`config.mk`:
```
export PLATFORM = sky130hd
export DESIGN_NAME = urf_cmd_sequencer_flat
export DESIGN_NICKNAME = d
export VERILOG_FILES = /design/src/rtl/urf_cmd_sequencer_if.sv /design/src/rtl/urf_cmd_sequencer.sv /design/src/flat_wrapper.sv
export SDC_FILE = /design/constraint.sdc
export NUM_CORES = 1
export LEC_CHECK = 0
export CORE_MARGIN = 1.5
export CORE_UTILIZATION = 32
export DETAILED_ROUTE_END_ITERATION = 8
export GPL_ROUTABILITY_DRIVEN = 0
export PLACE_DENSITY = 0.5
export SYNTH_ARGS = -nofsm -noshare
export SYNTH_HDL_FRONTEND = slang
export SYNTH_SLANG_ARGS = --single-unit
```
`constraint.sdc`:
```
create_clock -name clk -period 3.44 [get_ports clk]
set_input_delay 0.86 -clock clk [delete_from_list [all_inputs] [get_ports clk]]
set_output_delay 0.86 -clock clk [all_outputs]
set_load 0.02 [all_outputs]
```
`src/rtl/urf_cmd_sequencer_if.sv`:
```
// Command/response handshake bundle between a requester and urf_cmd_sequencer.
// master = requester side, slave = sequencer side.
interface urf_cmd_sequencer_if #(
    parameter int unsigned DATA_WIDTH = 8
) ();
    logic                  cmd_valid;
    logic                  cmd_ready;
    logic                  cmd_write;
    logic [31:0]           cmd_addr;
    logic [DATA_WIDTH-1:0] cmd_wdata;
    logic                  rsp_valid;
    logic                  rsp_ready;
    logic                  rsp_write;
    logic [DATA_WIDTH-1:0] rsp_data;
    logic                  rsp_err;

    modport master (
        output cmd_valid, cmd_write, cmd_addr, cmd_wdata, rsp_ready,
        input  cmd_ready, rsp_valid, rsp_write, rsp_data, rsp_err
    );

    modport slave (
        input  cmd_valid, cmd_write, cmd_addr, cmd_wdata, rsp_ready,
        output cmd_ready, rsp_valid, rsp_write, rsp_data, rsp_err
    );
endinterface

```
`src/rtl/urf_cmd_sequencer.sv`:
```
// FIFO-buffered command front-end for universal_reg_array: one command in flight, one response each.
// Optional macro URF_SEQ_RANGE_CHECK_EN: commands with addr >= DEPTH are answered with rsp_err instead of issued.
module urf_cmd_sequencer #(
    parameter int unsigned DATA_WIDTH = 8,
    parameter int unsigned DEPTH      = 32,
    parameter int unsigned FIFO_DEPTH = 4,
    parameter int unsigned RD_LAT     = 1
) (
    input  logic                  clk,
    input  logic                  rst_n,
    urf_cmd_sequencer_if.slave    bus,
    output logic [31:0]           reg_read_addr_o,
    output logic [31:0]           reg_write_addr_o,
    output logic [DATA_WIDTH-1:0] reg_write_data_o,
    output logic                  reg_write_en_o,
    output logic                  reg_read_en_o,
    input  logic [DATA_WIDTH-1:0] reg_read_data_i,
    input  logic                  reg_busy_i
);
    localparam int unsigned PTR_W = $clog2(FIFO_DEPTH);
    localparam int unsigned CNT_W = $clog2(FIFO_DEPTH + 1);
    localparam int unsigned LAT_W = $clog2(RD_LAT + 1);
`ifdef URF_SEQ_RANGE_CHECK_EN
    localparam logic RANGE_EN = 1'b1;
`else
    localparam logic RANGE_EN = 1'b0;
`endif

    typedef enum logic [1:0] {IDLE, ISSUE, WAIT, RESP} state_e;

    typedef struct packed {
        logic                  write;
        logic [31:0]           addr;
        logic [DATA_WIDTH-1:0] wdata;
    } cmd_t;

    cmd_t                  fifo_q [FIFO_DEPTH];
    logic [PTR_W-1:0]      wr_ptr_q, wr_ptr_d, rd_ptr_q, rd_ptr_d;
    logic [CNT_W-1:0]      cnt_q, cnt_d;
    state_e                state_q, state_d;
    logic [LAT_W-1:0]      lat_q, lat_d;
    logic                  cur_write_q, cur_write_d, cur_err_q, cur_err_d;
    logic                  cmd_ready_q, cmd_ready_d;
    logic                  rsp_valid_q, rsp_valid_d, rsp_write_q, rsp_write_d;
    logic                  rsp_err_q, rsp_err_d;
    logic [DATA_WIDTH-1:0] rsp_data_q, rsp_data_d;
    logic [31:0]           rd_addr_q, rd_addr_d, wr_addr_q, wr_addr_d;
    logic [DATA_WIDTH-1:0] wr_data_q, wr_data_d;
    logic                  wr_en_q, wr_en_d, rd_en_q, rd_en_d;
    logic                  push_c, pop_c, head_oor_c;
    cmd_t                  head_c, cmd_in_c;

    assign push_c     = bus.cmd_valid & cmd_ready_q;
    assign head_c     = fifo_q[rd_ptr_q];
    assign head_oor_c = RANGE_EN & (head_c.addr >= 32'(DEPTH));
    assign cmd_in_c   = '{write: bus.cmd_write, addr: bus.cmd_addr, wdata: bus.cmd_wdata};

    // Command storage; contents are meaningless outside the occupied window, so no reset.
    always_ff @(posedge clk) begin
        if (push_c) fifo_q[wr_ptr_q] <= cmd_in_c;
    end

    always_ff @(posedge clk or negedge rst_n) begin
        if (!rst_n) begin
            state_q     <= IDLE;
            wr_ptr_q    <= '0;
            rd_ptr_q    <= '0;
            cnt_q       <= '0;
            lat_q       <= '0;
            cur_write_q <= 1'b0;
            cur_err_q   <= 1'b0;
            cmd_ready_q <= 1'b0;
            rsp_valid_q <= 1'b0;
            rsp_write_q <= 1'b0;
            rsp_err_q   <= 1'b0;
            rsp_data_q  <= '0;
            rd_addr_q   <= '0;
            wr_addr_q   <= '0;
            wr_data_q   <= '0;
            wr_en_q     <= 1'b0;
            rd_en_q     <= 1'b0;
        end else begin
            state_q     <= state_d;
            wr_ptr_q    <= wr_ptr_d;
            rd_ptr_q    <= rd_ptr_d;
            cnt_q       <= cnt_d;
            lat_q       <= lat_d;
            cur_write_q <= cur_write_d;
            cur_err_q   <= cur_err_d;
            cmd_ready_q <= cmd_ready_d;
            rsp_valid_q <= rsp_valid_d;
            rsp_write_q <= rsp_write_d;
            rsp_err_q   <= rsp_err_d;
            rsp_data_q  <= rsp_data_d;
            rd_addr_q   <= rd_addr_d;
            wr_addr_q   <= wr_addr_d;
            wr_data_q   <= wr_data_d;
            wr_en_q     <= wr_en_d;
            rd_en_q     <= rd_en_d;
        end
    end

    // Next state plus next values of every registered output; enables are armed on entry to ISSUE.
    always_comb begin
        state_d     = state_q;
        lat_d       = lat_q;
        cur_write_d = cur_write_q;
        cur_err_d   = cur_err_q;
        rsp_valid_d = rsp_valid_q;
        rsp_write_d = rsp_write_q;
        rsp_err_d   = rsp_err_q;
        rsp_data_d  = rsp_data_q;
        rd_addr_d   = rd_addr_q;
        wr_addr_d   = wr_addr_q;
        wr_data_d   = wr_data_q;
        wr_en_d     = 1'b0;
        rd_en_d     = 1'b0;
        pop_c       = 1'b0;

        unique case (state_q)
            IDLE: begin
                if ((cnt_q != '0) && !reg_busy_i) begin
                    pop_c       = 1'b1;
                    state_d     = ISSUE;
                    cur_write_d = head_c.write;
                    cur_err_d   = head_oor_c;
                    if (!head_oor_c) begin
                        if (head_c.write) begin
                            wr_addr_d = head_c.addr;
                            wr_data_d = head_c.wdata;
                            wr_en_d   = 1'b1;
                        end else begin
                            rd_addr_d = head_c.addr;
                            rd_en_d   = 1'b1;
                        end
                    end
                end
            end
            ISSUE: begin
                if (cur_write_q || cur_err_q) begin
                    state_d     = RESP;
                    rsp_valid_d = 1'b1;
                    rsp_write_d = cur_write_q;
                    rsp_err_d   = cur_err_q;
                    rsp_data_d  = '0;
                end else begin
                    state_d = WAIT;
                    lat_d   = LAT_W'(1);
                end
            end
            WAIT: begin
                if (lat_q == LAT_W'(RD_LAT)) begin
                    state_d     = RESP;
                    rsp_valid_d = 1'b1;
                    rsp_write_d = 1'b0;
                    rsp_err_d   = 1'b0;
                    rsp_data_d  = reg_read_data_i;
                end else begin
                    lat_d = lat_q + 1'b1;
                end
            end
            RESP: begin
                if (bus.rsp_ready) begin
                    state_d     = IDLE;
                    rsp_valid_d = 1'b0;
                end
            end
            default: state_d = IDLE;
        endcase

        wr_ptr_d = push_c ? wr_ptr_q + 1'b1 : wr_ptr_q;
        rd_ptr_d = pop_c  ? rd_ptr_q + 1'b1 : rd_ptr_q;
        cnt_d    = cnt_q;
        unique case ({push_c, pop_c})
            2'b10:   cnt_d = cnt_q + 1'b1;
            2'b01:   cnt_d = cnt_q - 1'b1;
            default: cnt_d = cnt_q;
        endcase
        cmd_ready_d = (cnt_d != CNT_W'(FIFO_DEPTH));
    end

    assign bus.cmd_ready    = cmd_ready_q;
    assign bus.rsp_valid    = rsp_valid_q;
    assign bus.rsp_write    = rsp_write_q;
    assign bus.rsp_data     = rsp_data_q;
    assign bus.rsp_err      = rsp_err_q;
    assign reg_read_addr_o  = rd_addr_q;
    assign reg_write_addr_o = wr_addr_q;
    assign reg_write_data_o = wr_data_q;
    assign reg_write_en_o   = wr_en_q;
    assign reg_read_en_o    = rd_en_q;
endmodule
```
`src/flat_wrapper.sv`:
```
// flat-port wrapper written by rule: the top's interface ports become plain ports
module urf_cmd_sequencer_flat 
#(
    parameter int unsigned DATA_WIDTH = 8,
    parameter int unsigned DEPTH      = 32,
    parameter int unsigned FIFO_DEPTH = 4,
    parameter int unsigned RD_LAT     = 1
)
  (clk, rst_n, reg_read_addr_o, reg_write_addr_o, reg_write_data_o, reg_write_en_o, reg_read_en_o, reg_read_data_i, reg_busy_i, bus_cmd_valid, bus_cmd_write, bus_cmd_addr, bus_cmd_wdata, bus_rsp_ready, bus_cmd_ready, bus_rsp_valid, bus_rsp_write, bus_rsp_data, bus_rsp_err);
  urf_cmd_sequencer_if #(.DATA_WIDTH(DATA_WIDTH)) bus_i ();
  input  logic clk;
  input  logic rst_n;
  output logic [31:0] reg_read_addr_o;
  output logic [31:0] reg_write_addr_o;
  output logic [DATA_WIDTH-1:0] reg_write_data_o;
  output logic reg_write_en_o;
  output logic reg_read_en_o;
  input  logic [DATA_WIDTH-1:0] reg_read_data_i;
  input  logic reg_busy_i;
  input wire logic [$bits(bus_i.cmd_valid)-1:0] bus_cmd_valid;
  input wire logic [$bits(bus_i.cmd_write)-1:0] bus_cmd_write;
  input wire logic [$bits(bus_i.cmd_addr)-1:0] bus_cmd_addr;
  input wire logic [$bits(bus_i.cmd_wdata)-1:0] bus_cmd_wdata;
  input wire logic [$bits(bus_i.rsp_ready)-1:0] bus_rsp_ready;
  output wire logic [$bits(bus_i.cmd_ready)-1:0] bus_cmd_ready;
  output wire logic [$bits(bus_i.rsp_valid)-1:0] bus_rsp_valid;
  output wire logic [$bits(bus_i.rsp_write)-1:0] bus_rsp_write;
  output wire logic [$bits(bus_i.rsp_data)-1:0] bus_rsp_data;
  output wire logic [$bits(bus_i.rsp_err)-1:0] bus_rsp_err;
  assign bus_i.cmd_valid = bus_cmd_valid;
  assign bus_i.cmd_write = bus_cmd_write;
  assign bus_i.cmd_addr = bus_cmd_addr;
  assign bus_i.cmd_wdata = bus_cmd_wdata;
  assign bus_i.rsp_ready = bus_rsp_ready;
  assign bus_cmd_ready = bus_i.cmd_ready;
  assign bus_rsp_valid = bus_i.rsp_valid;
  assign bus_rsp_write = bus_i.rsp_write;
  assign bus_rsp_data = bus_i.rsp_data;
  assign bus_rsp_err = bus_i.rsp_err;
  urf_cmd_sequencer #(.DATA_WIDTH(DATA_WIDTH), .DEPTH(DEPTH), .FIFO_DEPTH(FIFO_DEPTH), .RD_LAT(RD_LAT)) u_core (.clk(clk), .rst_n(rst_n), .bus(bus_i), .reg_read_addr_o(reg_read_addr_o), .reg_write_addr_o(reg_write_addr_o), .reg_write_data_o(reg_write_data_o), .reg_write_en_o(reg_write_en_o), .reg_read_en_o(reg_read_en_o), .reg_read_data_i(reg_read_data_i), .reg_busy_i(reg_busy_i));
endmodule
```
[Word level (Yosys, flattened, before mapping)]
Memories as Yosys holds them, arrays and structs flattened.
Index checks and enable logic that the tools add are counted.
Word-level totals
  memories kept: 1
  input port bits: 54
  flip-flop bits (word level): 97
  ROM bits: 0
  bits in latches: 0
  memory bits (writable): 164
Memories
  u_core.fifo_q: depth 4, bits a word 41, rd ports 1, clocked after Yosys merged registers in 0, write ports 1, line urf_cmd_sequencer.sv:37  | cmd_t fifo_q [FIFO_DEPTH];
Cells by class
  div/mod/pow operators: 0
  bitwise operators: 2
  shift-type cells: 0
  multipliers: 0
  multiplexer cells: 30
  equality and inequality tests: 11
  $add $sub $neg: 5
  order comparisons: 0
  reduce and logical (&&, ||, !) cells: 13
Operators by type and width (number)
  $mux W1: 18
  $mux W8: 2
  $pmux W8 S2: 1
  $reduce_and A3 Y1: 4
  $pmux W2 S4: 1
  $eq A2 B2 Y1 const B: 3
  $mux W2: 3
  $ne A2 B1 Y1 const B: 3
  $pmux W1 S2: 3
  $pmux W3 S2: 1
  $reduce_bool A3 Y1: 2
  $add A2 B1 Y2 const B: 2
  $eq A2 B1 Y1 const B: 2
  $ne A2 B2 Y1 const B: 2
  $reduce_and A2 Y1: 2
  $reduce_and A4 Y1: 1
  $add A3 B1 Y3 const B: 1
  $ne A3 B3 Y1 const B: 1
  $pmux W1 S3: 1
  $sub A3 B1 Y3 const B: 1
  $logic_not A2 Y1: 1
  $reduce_bool A2 Y1: 1
  $add A1 B1 Y1 const B: 1
  $and A1 B1 Y1: 1
  3 further kinds: 3

[Depth between registers and ports, before layout]
Gate-level depths: netlist of the first run.
  depth after elaboration: 7
  depth in mapped cells: 10
  gate-level depth less buffers: 10

[Worst setup path after synthesis of the first run]
No wires, ideal clock.
  path type: in2reg
  start point: in reg_busy_i
  end point: reg u_core.cmd_ready_q, in the netlist u_core.bus.cmd_ready
  stages: 8
  path buffers: 0
  setup time: 0.124 ns
  arrival time: 2.369 ns
  setup slack: 0.946 ns
  required time: 3.316 ns
  cells stage by stage: nor3b_2 -> ha_1 -> inv_1 -> fa_1 -> xor2_1 -> nor2_1 -> xor2_1 -> nand2_1
Between the ends
  word-level cells in the longest chain between the ends: 7
RTL lines
  from (decl): line flat_wrapper.sv:19  | input logic reg_busy_i;
  $logic_not A1 Y1 (*): line urf_cmd_sequencer.sv:122  | if ((cnt_q != '0) && !reg_busy_i) begin
  $logic_and A1 B1 Y1 (*): line urf_cmd_sequencer.sv:122
  $mux W1 (*): line urf_cmd_sequencer.sv:122
  $mux W1 (*): line urf_cmd_sequencer.sv:120  | unique case (state_q)
  $eq A2 B1 Y1 or $eq A2 B2 Y1 (tied branches): line urf_cmd_sequencer.sv:174  | unique case ({push_c, pop_c})
  $pmux W3 S2 (*): line urf_cmd_sequencer.sv:174
  net u_core.cnt_d[2]: line urf_cmd_sequencer.sv:39  | logic [CNT_W-1:0] cnt_q, cnt_d;
  $ne A3 B3 Y1 (*): line urf_cmd_sequencer.sv:179  | cmd_ready_d = (cnt_d != CNT_W'(FIFO_DEPTH));
  net u_core.cmd_ready_d: line urf_cmd_sequencer.sv:43  | logic cmd_ready_q, cmd_ready_d;
  to (signal assigned): line urf_cmd_sequencer.sv:90  | cmd_ready_q <= cmd_ready_d;
  to (decl): line urf_cmd_sequencer.sv:43
The timed path passes the listed nets; every way through them passes the cells marked *.
A chain may end at the register's enable or synchronous reset.

[Final worst setup path of the first run]
  start point: reg u_core.cmd_ready_q, in the netlist u_core.bus.cmd_ready
  end point: out bus_cmd_ready
RTL lines
  to (decl): line flat_wrapper.sv:25  | output wire logic [$bits(bus_i.cmd_ready)-1:0] bus_cmd_ready;
No word-level cell between the ends.

==> results of run 1 <==
## power by group through the flow
stage,registers (W),logic (W),clock network [W]
after floorplan,0.00521,0.00203,0
after global placement,0.00473,0.00410,0
after detailed placement,0.00477,0.00416,0
after CTS,0.00473,0.00417,0.00299
after global routing,0.00482,0.00439,0.00312
final,0.00471,0.00407,0.00288
## cell type report
type | count | area [um^2] | share of cell area [%]
inverters | 10 | 37.5 | 0.296
repair buffers | 151 | 1540 | 12.1
well taps | 396 | 495 | 3.90
diodes | 1 | 2.50 | 0.0197
clock inverters | 14 | 108 | 0.848
flip-flops and latches | 260 | 7330 | 57.8
multi-input cells | 189 | 2370 | 18.7
clock buffers | 42 | 806 | 6.35
## metal layers
metal	global-route usage, %	wire [um]	share of wire [%]	up-vias
li1	-	-	-	2172
met1	15.9	8360	43	2469
met2	21.5	9540	49	123
met3	3.27	1160	6.0	24
met4	2.95	387	2.0	0
met5	0	0	0	-
## per-stage QoR
| step | cell area [um^2] | power (W) | util (%) | worst slack, ns | instances |
|---|---|---|---|---|---|
| 4_1_cts | 12700 | 0.0119 | 41.6 | 0.939 | 1062 |
| 6_report | 12700 | 0.0117 | 41.6 | 0.972 | 1063 |
| 2_1_floorplan | 9890 | 0.00724 | - | 0.946 | 480 |
| 3_3_place_gp | 11800 | 0.00882 | 38.6 | 0.548 | 1006 |
| 5_1_grt | 12700 | 0.0123 | 41.6 | 0.871 | 1062 |
| 3_5_place_dp | 11800 | 0.00893 | 38.6 | 0.474 | 1006 |
## cells in the mapped netlist (2+ instances only)
| cell type | number | share of area (%) |
|---|---|---|
| edfxtp_1 | 164 | 50 |
| dfrtp_1 | 96 | 24 |
| mux2_2 | 44 | 5.0 |
| mux4_2 | 41 | 9.3 |
| mux2_4 | 29 | 4.4 |
| nand2_1 | 21 | 0.80 |
| o21ai_0 | 12 | 0.61 |
| ha_1 | 10 | 1.3 |
| inv_1 | 10 | 0.38 |
| clkbuf_1 | 7 | 0.27 |
| buf_4 | 5 | 0.38 |
| and3_1 | 4 | 0.25 |
| buf_2 | 4 | 0.20 |
| buf_12 | 3 | 0.61 |
| nand2b_1 | 3 | 0.19 |
| xnor2_1 | 3 | 0.27 |
| xor2_1 | 3 | 0.27 |
| a21oi_1 | 2 | 0.10 |
| buf_6 | 2 | 0.23 |
| nor2_1 | 2 | 0.076 |
## registers in the layout, summed over array words and instances, names as in the netlist, 2 cells and up
register,count
u_core.bus.rsp_data,8
u_core.cnt_q,3
u_core.fifo_q,164
u_core.rd_ptr_q,2
u_core.reg_read_addr_o,32
u_core.reg_write_addr_o,32
u_core.reg_write_data_o,8
u_core.state_q,2
u_core.wr_ptr_q,2
## final timing paths
check / to / slack [ns] / cells after the start
max: bus_cmd_ready / 0.97 / 1
min: u_core.bus.rsp_data[0] / 0.43 / 1
max reg2reg: u_core.bus.cmd_ready / 1.06 / 10
min reg2reg: u_core.lat_q / 0.46 / 1
max in group asynchronous: u_core.reg_read_addr_o[18] / 2.32 / 2
min in group clk: u_core.lat_q / 0.46 / 1
## cell families after synthesis
group / Yosys count / share of synthesized area (%)
other cells: 1 / 0.0379
compound gates: 20 / 1.19
simple gates: 36 / 1.77
mux: 115 / 18.9
xor+xnor: 6 / 0.531
fa+ha+maj: 11 / 1.47
flops: 260 / 74.1
buf+inv: 31 / 2.06
==> results.yml, run 1 <==
yosys:
  syn_avg_cell_area_um2: 20.6
  synth_edf_count: 164
  synthCells: 480
  syn_area_mm2: 0.00989
  yosysSeqAreaShare_pct: 74.1
  synth_warnings: 0
  ys_ff_latch: 260
  async_flop_share_pct: 36.9
  yosysUniqueCellTypes: 35
  synth_nets: 545
  ys.flop_type: "edfxtp_1"
global_routing:
  grt_pass1_wl_um: 30300
  grt_max_degree: 63
  grt_util_all_layers_pct: 12.6
  grt_pass1_vias: 5345
  grt_overflow: 0
  antenna_found_initial: 1
worst_setup_path:
  crit_type: "reg2out"
  critPathTopFamily: "buffers and inverters"
  cp_max_fo: 6
  endpoint_kind: "primary output"
  reg2reg_from: "u_core.state_q[0]"
  arrival_ns: 1.61
  cp.required_ns: 2.58
  cp-start-kind: "register"
  crit_start: "u_core.bus.cmd_ready"
  crit_chain: "clkdlybuf4s50_1"
  critPathMaxStageDelay_ns: 0.65
  worst-path-buf-inv: 1
  cp_slowest_cell: "clkdlybuf4s50_1"
sta:
  slew_headroom_pct: 45.3
  final-max-slew-violation-count: 0
  hold_viol: 0
  tns_ns: 0
  period_share_pct: 71.7
  worst_slew_pin_slew_ns: 0.820
  finalSetupViolations: 0
  grt_setup_unrepaired: "no"
  fin_skew_ns: 0.00906
  fmax_mhz: 405
  layout_min_cycle_time_ns: 2.47
  hold_ws_ns: 0.427
final_layout:
  mostFrequentLayoutCell: "edfxtp_1"
  final_layout_size_suffix_gt1_share_pct: 26.9
  fin_nets: 707
  area_growth_pct: 28.3
  nFillCells: 2680
  layout_common_cells: "edfxtp_1 (164), clkdlybuf4s50_1 (137), dfrtp_1 (94)"
status:
  outcome: "finished, final reports clean"
placement:
  port_buffers: 138
  dpl.hpwl_um: 12200
floorplan:
  die_y_um: 179
  ios: 140
  core_area_mm2: 0.0305
  dieArea_mm2: 0.0320
  start_util_pct: 32.4
  row_count: 64
  die_x_um: 179
route:
  viasPerCell: 4.50
  postRouteWirelength_um: 19500
  wl_per_cell_um: 18.3
  drt_iter0_markers: 214
  drc: 0
  ant_nets: 0
  route.vias.total: 4788
  dr.pass1.iters: 4
pwr:
  switching_power_w: 0.00358
  pwr-share-comb_pct: 34.9
  ir_drop_v: 0.000527
  power_density_mw_per_mm2: 919
  clockPowerShare_pct: 24.7
  seq_power_share_pct: 40.4
  swShare_pct: 30.7
  p_leak_nw: 4.65
  p_int_w: 0.00809
clocking:
  clk_pin_slew_worst_paths_ns: 0.06
  clk_latency_ns: 0.54
  cts-resized-gates: 0
  clockRootBuffer: "clkbuf_16"
  clockBufferDepth: 3
  cts_sinks: 260
  holdBufCountCts: 0
  cts_setup_buffers: 0
  htreeDepth: 1
  cts_tree: "yes"
  cts_buffers: 30
hold_path:
  hold_class: "in2async"
run:
  cap_violations: 0
No activity file was read; power rests on OpenSTA's default activity.
==> run 2, diff against run 1 <==
==> constraint.sdc (replaced) <==
create_clock -name clk -period 2.3 [get_ports clk]
set_input_delay 0.575 -clock clk [delete_from_list [all_inputs] [get_ports clk]]
set_output_delay 0.575 -clock clk [all_outputs]
set_load 0.02 [all_outputs]
==> run 2 against run 1 <==
Compared with the run above: combinational power increased by 57%; worst setup slack worse by 0.90 ns; total power rose by 55%; wire length rose by 1.8%; count of clock-buffer cells in the layout stayed put; critical path type is now reg2reg; largest power group unchanged.
==> results.yml, run 2 (synthesized netlist as in run 1, its figures left out) <==
global_routing:
  grt_max_degree: 38
  grt_pass1_vias: 5427
  antenna_found_initial: 2
  grt_pass1_wl_um: 31000
  grt_util_all_layers_pct: 12.8
  grt_overflow: 0
worst_setup_path:
  cp-start-kind: "register"
  cp_max_fo: 3
  crit_chain: "inv_1, ha_2, nor3b_4, ha_2, inv_1, fa_2, xor2_1, nor2_1, xor2_1, nand2_1"
  arrival_ns: 2.64
  cp.required_ns: 2.72
  critPathMaxStageDelay_ns: 0.40
  endpoint_kind: "register"
  crit_type: "reg2reg"
  cp_slowest_cell: "dfrtp_1"
floorplan:
  die_x_um: 179
  row_count: 64
  die_y_um: 179
  core_area_mm2: 0.0305
  start_util_pct: 32.4
  ios: 140
  dieArea_mm2: 0.0320
sta:
  worst_slew_pin_slew_ns: 0.606
  final-max-slew-violation-count: 0
  hold_viol: 0
  hold_ws_ns: 0.450
  layout_min_cycle_time_ns: 2.23
  fmax_mhz: 449
  final.setup.worst_slack_ns: 0.0729
  period_share_pct: 96.8
  fin_skew_ns: 0.0209
  finalSetupViolations: 0
  slew_headroom_pct: 59.3
status:
  outcome: "finished, final reports clean"
clocking:
  cts_sinks: 260
  cts_buffers: 28
  clk_pin_slew_worst_paths_ns: 0.06
  htreeDepth: 1
  clk_latency_ns: 0.53
  clockBufferDepth: 3
  cts_tree: "yes"
  clockRootBuffer: "clkbuf_16"
route:
  wl_per_cell_um: 18.4
  drc: 0
  drt_iter0_markers: 235
  ant_nets: 0
  route.vias.total: 4887
  dr.pass1.iters: 4
  viasPerCell: 4.54
  postRouteWirelength_um: 19800
final_layout:
  layout_common_cells: "edfxtp_1 (164), clkdlybuf4s50_1 (137), dfrtp_1 (94)"
  area_growth_pct: 31.0
  fin_nets: 723
  largest_register_ffs: 164
  final_layout_size_suffix_gt1_share_pct: 30.0
  largest-register: "u_core.fifo_q"
  mostFrequentLayoutCell: "edfxtp_1"
  utilization_pct: 42.5
  nFillCells: 2677
hold_path:
  hold_class: "in2async"
pwr:
  ir_drop_v: 0.000737
  p_leak_nw: 4.78
  power_density_mw_per_mm2: 1390
placement:
  port_buffers: 138
  dpl.hpwl_um: 12600
  place_ws_ns: -0.349
run:
  cap_violations: 0
[run 2: changes by cell type in the layout (fill, tap and decap cells not counted), moves of 2 or more]
cell	before	now
ha_1	10	8
clkbuf_1	11	6
ha_2	0	2
bufinv_16	1	4
clkbuf_8	1	7
clkinv_1	4	1
clkinv_2	6	4
buf_4	9	23
buf_12	5	8
[run 2: cell type report]
type	count	area, um^2	area share [%]
timing repair buffer	169	1710	13.2
antenna	1	2.50	0.0193
multi-input combinational	189	2380	18.4
inverter	10	37.5	0.290
sequential	260	7330	56.6
tap	396	495	3.82
clock buffer	42	845	6.52
clock inverter	10	151	1.17
[run 2: critical path: cells and delay by family (launching register included)]
family	cells	cell delay, ns
adders and majority gates	3	0.78
DFF	1	0.40
xor gates and xnor gates	2	0.36
buffers and inverters	2	0.15
and+or+nand+nor	3	0.42
[run 2: metal layers]
| metal | vias to the layer above | track usage (%) | wire, um |
|---|---|---|---|
| met5 | - | 0 | 17 |
| met2 | 138 | 21.1 | 9490 |
| li1 | 2208 | - | - |
| met1 | 2506 | 16.7 | 8590 |
| met3 | 33 | 3.37 | 1350 |
| met4 | 2 | 3.19 | 344 |
[run 2: timing repair]
item,4_1_cts,5_1_grt
endpoints found under the setup margin,1,1
hold buffers,1,0
gates resized for setup,2,3
cloned,0,0
buffers inserted,1,3
pin swaps,1,3
endpoints found under the hold margin,13,0
[run 2: worst paths after layout]
check	cells past startpoint	slack [ns]	start	endpoint
min in group clk	1	0.46	u_core.lat_q	u_core.lat_q
setup / recovery	10	0.07	u_core.state_q[0]	u_core.bus.cmd_ready
max in group asynchronous	3	1.20	rst_n	u_core.reg_write_addr_o[28]
setup reg to reg	10	0.07	u_core.state_q[0]	u_core.bus.cmd_ready
hold reg to reg	1	0.46	u_core.lat_q	u_core.lat_q
hold / removal	2	0.45	rst_n	u_core.reg_write_addr_o[12]
[run 2: power breakdown]
group / internal (W) / switching (W) / total [W]
registers: 0.00639 / 0.000567 / 0.00696
clock network: 0.00297 / 0.00172 / 0.00469
logic: 0.00330 / 0.00307 / 0.00638
total: 0.0127 / 0.00537 / 0.0180
[run 2: metrics by stage]
stage                     power [W]  cell area (um^2)  std cells  setup TNS (ns)
after floorplan              0.0108              9890        480               0
after global placement       0.0133             11900       1019          -0.932
after detailed placement     0.0135             11900       1019           -1.54
after CTS                    0.0183             12900       1073               0
after global routing         0.0191             13000       1076         -0.0121
final                        0.0180             13000       1077               0
